--- config.mk ---
export PLATFORM = sky130hd
export DESIGN_NAME = classification_scorer
export DESIGN_NICKNAME = d
export VERILOG_FILES = /design/src/rtl/classification_scorer.sv
export SDC_FILE = /design/constraint.sdc
export NUM_CORES = 1
export LEC_CHECK = 0
export CAP_MARGIN = 20
export CORE_ASPECT_RATIO = 1.2
export CORE_MARGIN = 2
export CORE_UTILIZATION = 58
export DETAILED_ROUTE_END_ITERATION = 16
export PLACE_DENSITY = 0.81
export SLEW_MARGIN = 20
export SYNTH_ARGS = -nofsm -noshare
export SYNTH_HDL_FRONTEND = slang
export SYNTH_SLANG_ARGS = --single-unit
--- constraint.sdc ---
create_clock -name clk -period 6.2 [get_ports clk]
set_input_delay 1.86 -clock clk [delete_from_list [all_inputs] [get_ports clk]]
set_output_delay 1.86 -clock clk [all_outputs]
set_load 0.1 [all_outputs]
--- src/rtl/classification_scorer.sv ---
// classification_scorer: counts correct predictions over a run of test
// images and produces an integer accuracy percentage with a bit-serial
// restoring divider.
// Optional feature macro: SCORER_FIRST_MISS_EN adds first-miss capture ports.
module classification_scorer #(
  parameter int NUM_TESTS = 750,
  parameter int IDX_W     = 10
) (
  input  logic             clk,
  input  logic             rst,
  input  logic             start,
  input  logic [3:0]       mnist_class,
  input  logic             single_test_done,
  input  logic             done,
  input  logic [3:0]       label,
  output logic [IDX_W-1:0] label_index,
  output logic [IDX_W-1:0] correct_count,
  output logic [IDX_W-1:0] test_count,
  output logic [6:0]       accuracy_pct,
  output logic             score_valid,
  output logic             busy
`ifdef SCORER_FIRST_MISS_EN
  ,
  output logic             first_miss_valid,
  output logic [IDX_W-1:0] first_miss_index,
  output logic [3:0]       first_miss_pred,
  output logic [3:0]       first_miss_label
`endif
);

  // Dividend is correct_count*100, which needs 7 extra bits over the counters.
  localparam int DVD_W = IDX_W + 7;
  localparam int CNT_W = $clog2(DVD_W + 1);
  localparam logic [IDX_W-1:0] MAX_CNT   = IDX_W'(NUM_TESTS);
  localparam logic [CNT_W-1:0] LAST_STEP = CNT_W'(DVD_W - 1);

  typedef enum logic [1:0] {IDLE, RUN, DIV, DONE} state_t;

  state_t           state;
  logic [DVD_W-1:0] dvd;
  logic [IDX_W-1:0] rem;
  logic [CNT_W-1:0] step;

  // Counter increment that sticks at NUM_TESTS instead of wrapping.
  function automatic logic [IDX_W-1:0] sat_inc(input logic [IDX_W-1:0] v);
    return (v >= MAX_CNT) ? MAX_CNT : v + IDX_W'(1);
  endfunction

  // Out-of-range class codes (10..15) never count as correct.
  logic hit;
  assign hit = (mnist_class == label) && (mnist_class <= 4'd9);

  logic [IDX_W-1:0] tcnt_nxt, corr_nxt, idx_nxt;
  logic             last_test;

  // Next counter values for the scored test, so the divider can be loaded
  // in the same cycle that the final test is counted.
  always_comb begin
    tcnt_nxt = test_count;
    corr_nxt = correct_count;
    idx_nxt  = label_index;
    if (single_test_done) begin
      tcnt_nxt = sat_inc(test_count);
      idx_nxt  = sat_inc(label_index);
      if (hit) corr_nxt = sat_inc(correct_count);
    end
  end

  assign last_test = single_test_done && (tcnt_nxt == MAX_CNT);

  logic [IDX_W:0]   trial, diff;
  logic             ge;
  logic [IDX_W-1:0] rem_step;
  logic [DVD_W-1:0] dvd_step;

  // One restoring-division step: the borrow bit of trial-divisor decides the
  // quotient bit, which shifts into the bottom of the dividend register.
  always_comb begin
    trial    = {rem, dvd[DVD_W-1]};
    diff     = trial - {1'b0, test_count};
    ge       = ~diff[IDX_W];
    rem_step = ge ? diff[IDX_W-1:0] : trial[IDX_W-1:0];
    dvd_step = {dvd[DVD_W-2:0], ge};
  end

  // Run control: clear on start, score in RUN, divide in DIV, hold in DONE.
  always_ff @(posedge clk) begin
    if (rst) begin
      state         <= IDLE;
      label_index   <= '0;
      correct_count <= '0;
      test_count    <= '0;
      accuracy_pct  <= '0;
      score_valid   <= 1'b0;
      busy          <= 1'b0;
      step          <= '0;
    end else begin
      case (state)
        IDLE, DONE: begin
          if (start) begin
            label_index   <= '0;
            correct_count <= '0;
            test_count    <= '0;
            accuracy_pct  <= '0;
            score_valid   <= 1'b0;
            busy          <= 1'b1;
            state         <= RUN;
          end
        end
        RUN: begin
          label_index   <= idx_nxt;
          test_count    <= tcnt_nxt;
          correct_count <= corr_nxt;
          if (done || last_test) begin
            dvd   <= DVD_W'(corr_nxt) * DVD_W'(100);
            rem   <= '0;
            step  <= '0;
            state <= DIV;
          end
        end
        DIV: begin
          if (test_count == '0) begin
            accuracy_pct <= '0;
            score_valid  <= 1'b1;
            busy         <= 1'b0;
            state        <= DONE;
          end else begin
            dvd  <= dvd_step;
            rem  <= rem_step;
            step <= step + CNT_W'(1);
            // correct_count <= test_count bounds the quotient to 100.
            if (step == LAST_STEP) begin
              accuracy_pct <= dvd_step[6:0];
              score_valid  <= 1'b1;
              busy         <= 1'b0;
              state        <= DONE;
            end
          end
        end
        default: state <= IDLE;
      endcase
    end
  end

`ifdef SCORER_FIRST_MISS_EN
  // Latch index, prediction and label of the first wrong test in a run.
  always_ff @(posedge clk) begin
    if (rst || (((state == IDLE) || (state == DONE)) && start)) begin
      first_miss_valid <= 1'b0;
      first_miss_index <= '0;
      first_miss_pred  <= '0;
      first_miss_label <= '0;
    end else if ((state == RUN) && single_test_done && !hit && !first_miss_valid) begin
      first_miss_valid <= 1'b1;
      first_miss_index <= label_index;
      first_miss_pred  <= mnist_class;
      first_miss_label <= label;
    end
  end
`endif

endmodule

==> results of run 1 <==
==> what timing repair did <==
| item | CTS | global route |
|---|---|---|
| buffers inserted | 0 | 1 |
| resized for setup | 0 | 4 |
| hold endpoints to repair | 0 | 0 |
| hold buffers | 0 | 0 |
| setup endpoints to repair | 0 | 1 |
==> power groups by stage <==
stage | Sequential, W | Clock, W | Combinational [W]
6_report | 0.000632 | 0.000376 | 0.000753
3_3_place_gp | 0.000639 | 0 | 0.000719
2_1_floorplan | 0.000690 | 0 | 0.000516
5_1_grt | 0.000641 | 0.000395 | 0.000833
3_5_place_dp | 0.000642 | 0 | 0.000744
4_1_cts | 0.000632 | 0.000375 | 0.000747
==> layout by cell type (no fill, tap or decap), types with 7 or more instances in the layout <==
master,n
sky130_fd_sc_hd__dfxtp_1,46
sky130_fd_sc_hd__clkdlybuf4s50_1,51
sky130_fd_sc_hd__nor3_1,10
sky130_fd_sc_hd__inv_1,49
sky130_fd_sc_hd__nand2b_1,8
sky130_fd_sc_hd__nand4_1,8
sky130_fd_sc_hd__clkbuf_8,9
sky130_fd_sc_hd__ha_1,57
sky130_fd_sc_hd__a21oi_1,39
sky130_fd_sc_hd__o21ai_0,52
sky130_fd_sc_hd__nand2_1,51
sky130_fd_sc_hd__xnor2_1,16
sky130_fd_sc_hd__mux2i_1,8
sky130_fd_sc_hd__and3_1,11
sky130_fd_sc_hd__nor2_1,45
sky130_fd_sc_hd__edfxtp_1,27
sky130_fd_sc_hd__buf_4,33
sky130_fd_sc_hd__a31oi_1,7
sky130_fd_sc_hd__o21a_1,8
sky130_fd_sc_hd__nand3_1,22
==> cells by family (layout without fill, tap and decap cells) <==
family	Yosys count	in the layout	share of synthesized area
flops	73	73	0.328
xor+xnor	22	22	0.0365
fa+ha+maj	63	63	0.158
buf+inv	73	150	0.0533
compound gates	179	179	0.218
simple gates	189	189	0.180
mux	13	13	0.0265
==> area by class of cell <==
type / count / area, µm² / share of cell area
multi-input cells: 466 / 3290 / 0.522
clock buffers: 11 / 131 / 0.0208
well taps: 120 / 150 / 0.0238
clock inverters: 5 / 57.6 / 0.00913
repair buffers: 84 / 758 / 0.120
flip-flops and latches: 73 / 1730 / 0.275
inverters: 50 / 188 / 0.0298
==> how the worst min path moves through the flow <==
stage	from	end	slack, ns	cells past startpoint
global placement	score_valid	score_valid	0.47	2
CTS	label_index[9]	label_index[9]	0.50	2
global route	label_index[9]	label_index[9]	0.52	2
floorplan	step[4]	step[4]	0.49	2
detailed placement	label_index[9]	label_index[9]	0.49	2
finish	accuracy_pct[5]	accuracy_pct[5]	0.50	2
==> worst register-to-register path: stages, from the launching register on <==
cell	delay, ns
sky130_fd_sc_hd__dfxtp_1	0.49
sky130_fd_sc_hd__inv_1	0.09
sky130_fd_sc_hd__ha_1	0.21
sky130_fd_sc_hd__o211a_1	0.20
sky130_fd_sc_hd__o21a_1	0.18
sky130_fd_sc_hd__o21ai_1	0.27
sky130_fd_sc_hd__a21boi_0	0.15
sky130_fd_sc_hd__o22ai_1	0.24
sky130_fd_sc_hd__inv_1	0.10
sky130_fd_sc_hd__ha_1	0.30
sky130_fd_sc_hd__ha_1	0.32
sky130_fd_sc_hd__fa_1	0.46
sky130_fd_sc_hd__ha_1	0.22
sky130_fd_sc_hd__or4_1	0.53
sky130_fd_sc_hd__o21bai_1	0.21
sky130_fd_sc_hd__a41oi_2	0.22
sky130_fd_sc_hd__xnor2_1	0.10
sky130_fd_sc_hd__mux2_2	0.28
==> stage by stage <==
step / power (W) / hold slack, ns / utilization / setup TNS, ns / instances
global route: 0.00187 / 0.515 / 0.705 / -0.0390 / 809
finish: 0.00176 / 0.498 / 0.705 / 0 / 809
floorplan: 0.00121 / 0.488 / - / 0 / 612
detailed placement: 0.00139 / 0.488 / 0.681 / -0.364 / 792
global placement: 0.00136 / 0.474 / 0.681 / -0.0829 / 792
CTS: 0.00175 / 0.502 / 0.702 / 0 / 808
==> metal layers <==
metal | up-vias | GRT usage | wire length (µm)
li1 | 2388 | - | -
met1 | 2337 | 0.315 | 5460
met2 | 132 | 0.523 | 7220
met3 | 25 | 0.0488 | 598
met4 | 0 | 0.0844 | 234
met5 | - | 0 | 0
==> flip-flops by register name, summed over array words and instances, names as in the netlist <==
register / count
accuracy_pct: 7
busy: 1
correct_count: 10
dvd: 17
label_index: 10
rem: 10
score_valid: 1
state: 2
step: 5
test_count: 10
==> results.json, run 1 <==
{
  "max_cap_viol_count": 0,
  "total_via_count_after_detailed_routing": 4882,
  "clkSlewWorstSetupHoldPaths_ns": 0.09,
  "layout-area-overhead-vs-synth_pct": 19.5,
  "post-dp-hpwl_um": 10000,
  "routed_wire_length_per_instance_um": 16.7,
  "netlist_instances": 612,
  "clock-root-buffer": "sky130_fd_sc_hd__clkbuf_8",
  "synth.avg_cell_area_um2": 8.63,
  "first_iteration_detailed_routing_drc_count": 398,
  "ctsLongestPathBuffers": 2,
  "synth-main-ff-cell": "sky130_fd_sc_hd__dfxtp_1",
  "netlist_top_cells_count": "sky130_fd_sc_hd__ha_1 (57), sky130_fd_sc_hd__o21ai_0 (53), sky130_fd_sc_hd__nand2_1 (51), sky130_fd_sc_hd__inv_1 (49), sky130_fd_sc_hd__dfxtp_1 (46)",
  "timing.fmax_mhz": 165,
  "worst_setup_path_startpoint": "label[3]",
  "power.density_cell_area_nw_per_um2": 279,
  "cts_tree": "yes",
  "yosysWarningCount": 0,
  "critical_path.cell_chain": "clkdlybuf4s50_1, and3b_1, o2111ai_2, nor2_1, buf_4, a21boi_0, o22ai_1, inv_1, ha_1, ha_1, fa_1, ha_1, or4_1, o21bai_1, a41oi_2, xnor2_1, mux2_2",
  "antenna_found_initial": 0,
  "drt_pass1_iterations": 5,
  "first_pass_grt_wire_length_um": 22000,
  "slew_headroom": 0.345,
  "internal_power_component_w": 0.00102,
  "worstSetupStartpointType": "input pin",
  "core_um2": 8940,
  "detail_route.drc_violations": 0,
  "insertedDiodeCount": 0,
  "die_span_in_x_um": 91.1,
  "swShare": 0.419,
  "critical_path_buf_inv_count": 3,
  "placement.setup.worst_slack_ns": -0.245,
  "path_depth": 17,
  "cp_slowest_cell": "sky130_fd_sc_hd__clkdlybuf4s50_1",
  "timing.setup.critical_path_class": "in2reg",
  "max_slew.worst_pin.slew_ns": 0.979,
  "grt_start_max_net_pins": 49,
  "ys_ff_latch": 73,
  "reg2regPathDepth": 17,
  "cpPeakStageDelay_ns": 0.52,
  "worst_path_dominant_cell_family": "adder cells",
  "capture_point_of_the_worst_path": "dvd[16]",
  "antenna_violating_nets_post_route": 0,
  "post-synth-top-area-cell": "sky130_fd_sc_hd__dfxtp_1",
  "finalInstanceArea_um2": 6310,
  "setup.worst_path.end_class": "flop",
  "place.port_buffers": 51,
  "crit_path_frequent_cell": "sky130_fd_sc_hd__ha_1",
  "syn_nets": 688,
  "critPathRequiredTime_ns": 6.30,
  "dpl-instance-area_um2": 6090,
  "chipHeight_um": 109,
  "timing.rr.end": "dvd[16]",
  "power.static_leakage_nw": 2.62,
  "drt_wl_total_um": 13500,
  "clock_tree.htree_level_count": 3,
  "synthTopCellsByArea": "sky130_fd_sc_hd__dfxtp_1 (17%), sky130_fd_sc_hd__edfxtp_1 (15%), sky130_fd_sc_hd__ha_1 (14%)",
  "num-nets-final": 760,
  "min_path_type": "reg2reg",
  "run_status": "finished, final reports clean",
  "clk_latency_ns": 0.36,
  "synth-edff-count": 27,
  "timing.final.hold_violations": 0,
  "fin_crit_ns": 6.06,
  "global_route.overflow_total": 0,
  "final-max-slew-violation-count": 0,
  "power.combinational.fraction": 0.428,
  "switching_power_w": 0.000738,
  "period_share": 0.977,
  "synthDistinctLibCells": 72,
  "worst_reg2reg_setup_slack_ns": 1.42,
  "top_level_ports": 52,
  "num_cts_buffers": 9,
  "critPathMaxFanout": 7,
  "initial_core_util": 0.591,
  "share_clk_of_total_power": 0.213,
  "synth_seq_area_share": 0.328,
  "die_area_um2": 9880,
  "gr-usage-all-layers": 0.276,
  "syn-cell-area_um2": 5280,
  "num-fill-cells": 721,
  "crit_path_dat_ns": 6.16,
  "timing.rr.start": "correct_count[0]",
  "fin_worst_skew_ns": 0.0149,
  "postSynth.asyncResetShare": 0,
  "vias_in_the_first_global_route": 4700,
  "ir_drop_uv": 163,
  "layout-drive-gt1-share": 0.0958,
  "netlist.area_leader.share": 0.174,
  "finalWeightedCongestion": 0.925,
  "finalSetupViolCount": 0,
  "detail_route.vias_per_cell": 6.03,
  "yosys.cell_count.top_type": "sky130_fd_sc_hd__ha_1",
  "sequentialPowerShare": 0.359,
  "final_critical_path_setup_slack_ns": 0.143,
  "std_cell_rows": 38,
  "numClockSinks": 73
}
Power figures use the tool's default switching activity.
==> run 2, diff against run 1 <==
ABC_AREA = 1   (was not set)
SLEW_MARGIN = not set   (was 20)
==> results.json, run 2 <==
{
  "run_status": "finished, final reports clean",
  "fin_worst_skew_ns": 0.0109,
  "power.combinational.fraction": 0.432,
  "max_cap_viol_count": 0,
  "finalWeightedCongestion": 0.926,
  "crit_path_dat_ns": 5.93,
  "drt_wl_total_um": 12700,
  "rsz_0062_raised_after_global_routing": "no",
  "yosysWarningCount": 0,
  "synth-edff-count": 27,
  "post-synth-top-area-cell": "sky130_fd_sc_hd__dfxtp_1",
  "place.port_buffers": 51,
  "critPathMaxFanout": 7,
  "detail_route.vias_per_cell": 5.47,
  "worst_reg2reg_setup_slack_ns": 1.78,
  "netlist.area_leader.share": 0.172,
  "synth-main-ff-cell": "sky130_fd_sc_hd__dfxtp_1",
  "synthTopCellsByArea": "sky130_fd_sc_hd__dfxtp_1 (17%), sky130_fd_sc_hd__edfxtp_1 (15%), sky130_fd_sc_hd__nand2_1 (14%)",
  "min_path_type": "reg2reg",
  "switching_power_w": 0.000788,
  "swShare": 0.451,
  "gr-usage-all-layers": 0.260,
  "vias_in_the_first_global_route": 5026,
  "placement.setup.worst_slack_ns": 0.0242,
  "total_via_count_after_detailed_routing": 5022,
  "layout_common_cells": "sky130_fd_sc_hd__nand2_1 (196), sky130_fd_sc_hd__inv_1 (88), sky130_fd_sc_hd__a21oi_1 (73)",
  "syn_nets": 816,
  "largest_register": "dvd",
  "netlist_top_cells_count": "sky130_fd_sc_hd__nand2_1 (196), sky130_fd_sc_hd__inv_1 (88), sky130_fd_sc_hd__a21oi_1 (73), sky130_fd_sc_hd__ha_1 (57)",
  "setup.worst_path.end_class": "flop",
  "reg2regPathDepth": 23,
  "timing.final.hold_violations": 0,
  "num_cts_buffers": 9,
  "period_share": 0.939,
  "num-fill-cells": 778,
  "drt_pass1_iterations": 5,
  "whs_ns": 0.469,
  "share_clk_of_total_power": 0.197,
  "timing.rr.start": "correct_count[1]",
  "final-max-slew-violation-count": 0,
  "first_iteration_detailed_routing_drc_count": 188,
  "postCtsResizedCells": 0,
  "regArea_um2": 1730,
  "critPathRequiredTime_ns": 6.31,
  "max_slew.worst_pin.slew_ns": 0.991,
  "multi_input_area_um2": 3200,
  "layout.cells.most_common": "sky130_fd_sc_hd__nand2_1",
  "ctsLongestPathBuffers": 2,
  "layout-drive-gt1-share": 0.0677,
  "slew_headroom": 0.338,
  "timing.rr.end": "dvd[16]",
  "die_area_um2": 10000,
  "ir_drop_uv": 236,
  "worstSetupStartpointType": "input pin",
  "post-dp-hpwl_um": 9410,
  "clock-root-buffer": "sky130_fd_sc_hd__clkbuf_8",
  "min-delay-start": "accuracy_pct[2]",
  "numClockSinks": 73,
  "post_cts_buffers": 0,
  "internal_power_component_w": 0.000961,
  "die_span_in_x_um": 91.8,
  "largest_reg_flops": 17,
  "top_level_ports": 52,
  "syn-cell-area_um2": 5370,
  "synth_seq_area_share": 0.323,
  "timing.setup.critical_path_class": "in2reg",
  "insertedDiodeCount": 0,
  "antenna_found_initial": 0,
  "timing.fmax_mhz": 172,
  "layout-area-overhead-vs-synth_pct": 15.4,
  "final_critical_path_setup_slack_ns": 0.379,
  "clock_tree.htree_level_count": 3,
  "num-nets-final": 869,
  "hold-path-endpoint": "accuracy_pct[2]",
  "setup_total_negative_slack_ns": 0,
  "clkSlewWorstSetupHoldPaths_ns": 0.08,
  "synth.avg_cell_area_um2": 7.25,
  "cts_tree": "yes",
  "placed_cells_incl_taps": 902,
  "fin_crit_ns": 5.82,
  "power.density_cell_area_nw_per_um2": 282,
  "yosys.cell_count.top_type": "sky130_fd_sc_hd__nand2_1",
  "finalSetupViolCount": 0,
  "initial_core_util": 0.594,
  "ys_ff_latch": 73,
  "power.static_leakage_nw": 2.81,
  "chipHeight_um": 109,
  "postSynth.asyncResetShare": 0,
  "antenna_violating_nets_post_route": 0,
  "global_route.overflow_total": 0,
  "whs_path_depth": 2,
  "netlist_instances": 740,
  "routed_wire_length_per_instance_um": 13.9,
  "core_um2": 9030,
  "synthDistinctLibCells": 41,
  "holdBufCountCts": 0,
  "detail_route.drc_violations": 0,
  "std_cell_rows": 38,
  "grt_start_max_net_pins": 46,
  "sequentialPowerShare": 0.371,
  "clk_latency_ns": 0.36,
  "instances_no_fill": 918,
  "first_pass_grt_wire_length_um": 21400
}
-- run 2: cell count changes after synthesis, moves of 6 or more --
| cell | change |
|---|---|
| sky130_fd_sc_hd__a21oi_1 | +33 |
| sky130_fd_sc_hd__nand2_2 | +6 |
| sky130_fd_sc_hd__xor2_1 | +15 |
| sky130_fd_sc_hd__o21ai_0 | -17 |
| sky130_fd_sc_hd__nand2b_1 | -8 |
| sky130_fd_sc_hd__nand3_1 | +26 |
| sky130_fd_sc_hd__nand2_1 | +145 |
| sky130_fd_sc_hd__and3_1 | -11 |
| sky130_fd_sc_hd__xnor2_1 | -10 |
| sky130_fd_sc_hd__inv_1 | +39 |
| sky130_fd_sc_hd__mux2i_1 | -7 |
| sky130_fd_sc_hd__o21a_1 | -8 |
-- run 2: power groups by stage --
stage               clock network (W)  registers [W]  logic (W)
floorplan                           0       0.000716   0.000494
global placement                    0       0.000655   0.000721
detailed placement                  0       0.000658   0.000747
CTS                          0.000347       0.000647   0.000751
global route                 0.000365       0.000657   0.000841
finish                       0.000345       0.000648   0.000756
-- run 2: cell families (layout without fill, tap and decap cells) --
group,Yosys count,count (layout),share of synthesized area
buf+inv,114,172,0.0823
xor+xnor,27,27,0.0441
mux,1,1,0.00186
fa+ha+maj,63,63,0.155
simple gates,333,333,0.265
flops,73,73,0.323
compound gates,129,129,0.129
-- run 2: how the worst max path moves through the flow --
stage | from | cells after the start | slack, ns | endpoint
global placement | mnist_class[3] | 23 | 0.18 | dvd[14]
finish | mnist_class[3] | 23 | 0.38 | dvd[13]
global route | mnist_class[2] | 22 | 0.03 | dvd[13]
CTS | mnist_class[3] | 27 | 0.39 | dvd[16]
detailed placement | mnist_class[3] | 23 | 0.02 | dvd[13]
floorplan | label[2] | 20 | 0.87 | dvd[14]
-- run 2: worst max-delay path, stage by stage --
cell                              delay, ns
sky130_fd_sc_hd__clkdlybuf4s50_1       0.48
sky130_fd_sc_hd__inv_1                 0.06
sky130_fd_sc_hd__nand2_1               0.05
sky130_fd_sc_hd__nand2_1               0.05
sky130_fd_sc_hd__nor2_1                0.09
sky130_fd_sc_hd__nand3_1               0.13
sky130_fd_sc_hd__inv_1                 0.20
sky130_fd_sc_hd__nand3_1               0.11
sky130_fd_sc_hd__xnor2_1               0.13
sky130_fd_sc_hd__or2_2                 0.33
sky130_fd_sc_hd__ha_1                  0.32
sky130_fd_sc_hd__ha_1                  0.28
sky130_fd_sc_hd__inv_1                 0.05
sky130_fd_sc_hd__fa_1                  0.52
sky130_fd_sc_hd__inv_1                 0.05
sky130_fd_sc_hd__ha_1                  0.33
sky130_fd_sc_hd__nand2_1               0.08
sky130_fd_sc_hd__o21ai_0               0.25
sky130_fd_sc_hd__a21oi_1               0.11
sky130_fd_sc_hd__o21bai_1              0.20
sky130_fd_sc_hd__a21oi_1               0.10
sky130_fd_sc_hd__o21ai_0               0.09
sky130_fd_sc_hd__nand2_1               0.06
-- run 2: layout make-up --
class | count | share of cell area
Timing Repair Buffer | 62 | 0.0957
Clock inverter | 6 | 0.00646
Multi-Input combinational cell | 553 | 0.516
Inverter | 94 | 0.0570
Tap cell | 120 | 0.0242
Sequential cell | 73 | 0.280
Clock buffer | 10 | 0.0206
-- run 2: per-layer routing --
metal	GRT usage	vias to the layer above	wire length [µm]
met5	0	-	0
met4	0.114	0	315
met3	0.0391	29	466
met2	0.484	132	6630
met1	0.297	2324	5340
li1	-	2537	-
-- run 2: per-stage QoR --
step	cell area, µm²	total power, W	util
after global routing	6190	0.00186	0.686
after floorplan	5370	0.00121	-
final	6190	0.00175	0.686
after CTS	6190	0.00175	0.685
after detailed placement	6020	0.00140	0.667
after global placement	6020	0.00138	0.667
==> run 3, diff against run 2 <==
CORE_UTILIZATION = 60   (was 58)
DONT_BUFFER_PORTS = 1   (was not set)
PLACE_DENSITY = 0.76   (was 0.81)
SLEW_MARGIN = 20   (was not set)
clock period = 7 ns   (was 6.2 ns; I/O delays follow)
==> results.json, run 3 (synthesis gave the netlist of run 2 again) <==
{
  "std_cell_rows": 37,
  "grt_start_max_net_pins": 46,
  "power.static_leakage_nw": 2.64,
  "timing.rr.end": "dvd[16]",
  "slew_headroom": 0.230,
  "whs_path_depth": 2,
  "hold-path-endpoint": "state[1]",
  "crit_path_frequent_cell": "sky130_fd_sc_hd__nand2_1",
  "worstSetupStartpointType": "input pin",
  "die_span_in_x_um": 90.3,
  "num-nets-final": 818,
  "detail_route.vias_per_cell": 5.60,
  "first_pass_grt_wire_length_um": 21500,
  "global_route.overflow_total": 0,
  "clock_tree.htree_level_count": 3,
  "core_um2": 8660,
  "largest_reg_flops": 17,
  "vias_in_the_first_global_route": 4729,
  "finalSetupViolCount": 0,
  "layout_common_cells": "sky130_fd_sc_hd__nand2_1 (196), sky130_fd_sc_hd__inv_1 (88), sky130_fd_sc_hd__a21oi_1 (73)",
  "cpPeakStageDelay_ns": 0.50,
  "clkSlewWorstSetupHoldPaths_ns": 0.08,
  "layout-area-overhead-vs-synth_pct": 6.25,
  "antenna_violating_nets_post_route": 0,
  "postCtsResizedCells": 0,
  "chipHeight_um": 108,
  "run_status": "finished, final reports clean",
  "drt_pass1_iterations": 5,
  "gr-usage-all-layers": 0.273,
  "post_cts_buffers": 0,
  "largest_register": "dvd",
  "initial_core_util": 0.620,
  "setup.worst_path.end_class": "flop",
  "period_share": 0.807,
  "num-fill-cells": 775,
  "insertedDiodeCount": 0,
  "timing.setup.critical_path_class": "in2reg",
  "die_area_um2": 9720,
  "met2_use_gr": 0.479,
  "min_path_type": "reg2reg",
  "total_via_count_after_detailed_routing": 4836,
  "global_route.peak_usage_layer": "met2",
  "top_level_ports": 52,
  "numClockSinks": 73,
  "grt_util_met1": 0.317,
  "timing.final.hold_violations": 0,
  "fin_worst_skew_ns": 0.0121,
  "max_slew.worst_pin.slew_ns": 1.15,
  "final-max-slew-violation-count": 0,
  "rsz_0062_raised_after_global_routing": "no",
  "first_iteration_detailed_routing_drc_count": 212,
  "reg2regPathDepth": 26,
  "antenna_found_initial": 0,
  "setup_total_negative_slack_ns": 0,
  "place.port_buffers": 0,
  "placed_cells_incl_taps": 848,
  "timing.fmax_mhz": 177,
  "layout.cells.most_common": "sky130_fd_sc_hd__nand2_1",
  "cts_tree": "yes",
  "instances_no_fill": 864,
  "clk_latency_ns": 0.36,
  "crit_path_dat_ns": 5.75,
  "fin_crit_ns": 5.65,
  "detail_route.drc_violations": 0,
  "finalWeightedCongestion": 0.918,
  "post-dp-hpwl_um": 9120,
  "global_route.usage.met3": 0.0525,
  "drt_wl_total_um": 12400,
  "critical_path_buf_inv_count": 4,
  "worst_reg2reg_setup_slack_ns": 1.83,
  "cp_slowest_cell": "sky130_fd_sc_hd__fa_1",
  "num_cts_buffers": 9,
  "ir_drop_uv": 139,
  "ctsLongestPathBuffers": 2,
  "clock-root-buffer": "sky130_fd_sc_hd__clkbuf_8",
  "power.density_cell_area_nw_per_um2": 267,
  "timing.rr.start": "correct_count[0]",
  "layout-drive-gt1-share": 0.0736,
  "worst_path_dominant_cell_family": "adder cells",
  "max_cap_viol_count": 0,
  "routed_wire_length_per_instance_um": 14.3,
  "critPathMaxFanout": 7,
  "min-delay-start": "state[1]",
  "critPathRequiredTime_ns": 7.10,
  "holdBufCountCts": 0
}
run 3: changes by cell type in the layout (fill, tap and decap cells not counted):
cell | previous run | this run
sky130_fd_sc_hd__inv_4 | 2 | 1
sky130_fd_sc_hd__clkinvlp_4 | 0 | 1
sky130_fd_sc_hd__clkinv_4 | 0 | 1
sky130_fd_sc_hd__xor2_1 | 21 | 20
sky130_fd_sc_hd__clkbuf_8 | 9 | 11
sky130_fd_sc_hd__clkdlybuf4s50_1 | 51 | 0
sky130_fd_sc_hd__clkinv_2 | 2 | 1
sky130_fd_sc_hd__inv_6 | 2 | 0
sky130_fd_sc_hd__xor2_2 | 0 | 1
run 3: worst max path at each step:
stage | from | end | slack, ns | cells past startpoint
final | mnist_class[3] | dvd[16] | 1.35 | 25
after global routing | mnist_class[3] | dvd[16] | 0.95 | 25
after CTS | label[2] | dvd[16] | 1.38 | 24
after detailed placement | mnist_class[3] | dvd[16] | 1.01 | 25
after global placement | mnist_class[3] | dvd[16] | 1.18 | 25
after floorplan | label[2] | dvd[14] | 1.43 | 20
run 3: through the flow:
step | setup slack, ns | hold slack (ns) | util | total power, W | instance area, µm²
2_1_floorplan | 1.43 | 0.456 | - | 0.00107 | 5370
3_3_place_gp | 1.18 | 0.470 | 0.637 | 0.00119 | 5510
3_5_place_dp | 1.01 | 0.476 | 0.638 | 0.00121 | 5520
4_1_cts | 1.38 | 0.502 | 0.659 | 0.00153 | 5700
5_1_grt | 0.946 | 0.532 | 0.659 | 0.00164 | 5700
6_report | 1.35 | 0.500 | 0.659 | 0.00152 | 5700
run 3: power by group:
group / total [W] / internal [W] / leakage (nW) / switching, W
logic: 0.000584 / 0.000161 / 1.92 / 0.000423
registers: 0.000625 / 0.000535 / 0.626 / 0.0000907
clock network: 0.000315 / 0.000148 / 0.0929 / 0.000167
run 3: worst reg2reg max path: stages, from the launching register on:
cell                       delay [ns]
sky130_fd_sc_hd__dfxtp_1         1.05
sky130_fd_sc_hd__inv_1           0.19
sky130_fd_sc_hd__ha_1            0.26
sky130_fd_sc_hd__nor2_1          0.10
sky130_fd_sc_hd__nor2_1          0.05
sky130_fd_sc_hd__nand4_1         0.07
sky130_fd_sc_hd__nand2_1         0.10
sky130_fd_sc_hd__nand2_1         0.14
sky130_fd_sc_hd__nand3b_1        0.11
sky130_fd_sc_hd__o21ai_0         0.09
sky130_fd_sc_hd__nand2_1         0.09
sky130_fd_sc_hd__o21ai_0         0.21
sky130_fd_sc_hd__inv_1           0.15
sky130_fd_sc_hd__ha_1            0.33
sky130_fd_sc_hd__ha_1            0.31
sky130_fd_sc_hd__fa_1            0.46
sky130_fd_sc_hd__ha_1            0.36
sky130_fd_sc_hd__nand2_1         0.08
sky130_fd_sc_hd__inv_1           0.04
sky130_fd_sc_hd__a21oi_1         0.21
sky130_fd_sc_hd__o21ai_0         0.13
sky130_fd_sc_hd__nand2_1         0.09
sky130_fd_sc_hd__nand2_1         0.05
sky130_fd_sc_hd__nand2_1         0.08
sky130_fd_sc_hd__nand2_1         0.06
sky130_fd_sc_hd__nand2_1         0.06
sky130_fd_sc_hd__a31oi_1         0.08
run 3: per-layer routing:
layer / vias to the layer above / part of all wire
met2: 115 / 0.51
li1: 2434 / -
met1: 2257 / 0.41
met5: - / 0
met3: 30 / 0.040
met4: 0 / 0.039
run 3: cell type report:
class                           count  area, µm²  share of cell area
Sequential cell                    73       1730               0.304
Tap cell                          117        146              0.0257
Multi-Input combinational cell    553       3210               0.562
Clock buffer                       12        155              0.0272
Timing Repair Buffer               11       82.6              0.0145
Inverter                           94        353              0.0619
Clock inverter                      4       27.5             0.00483
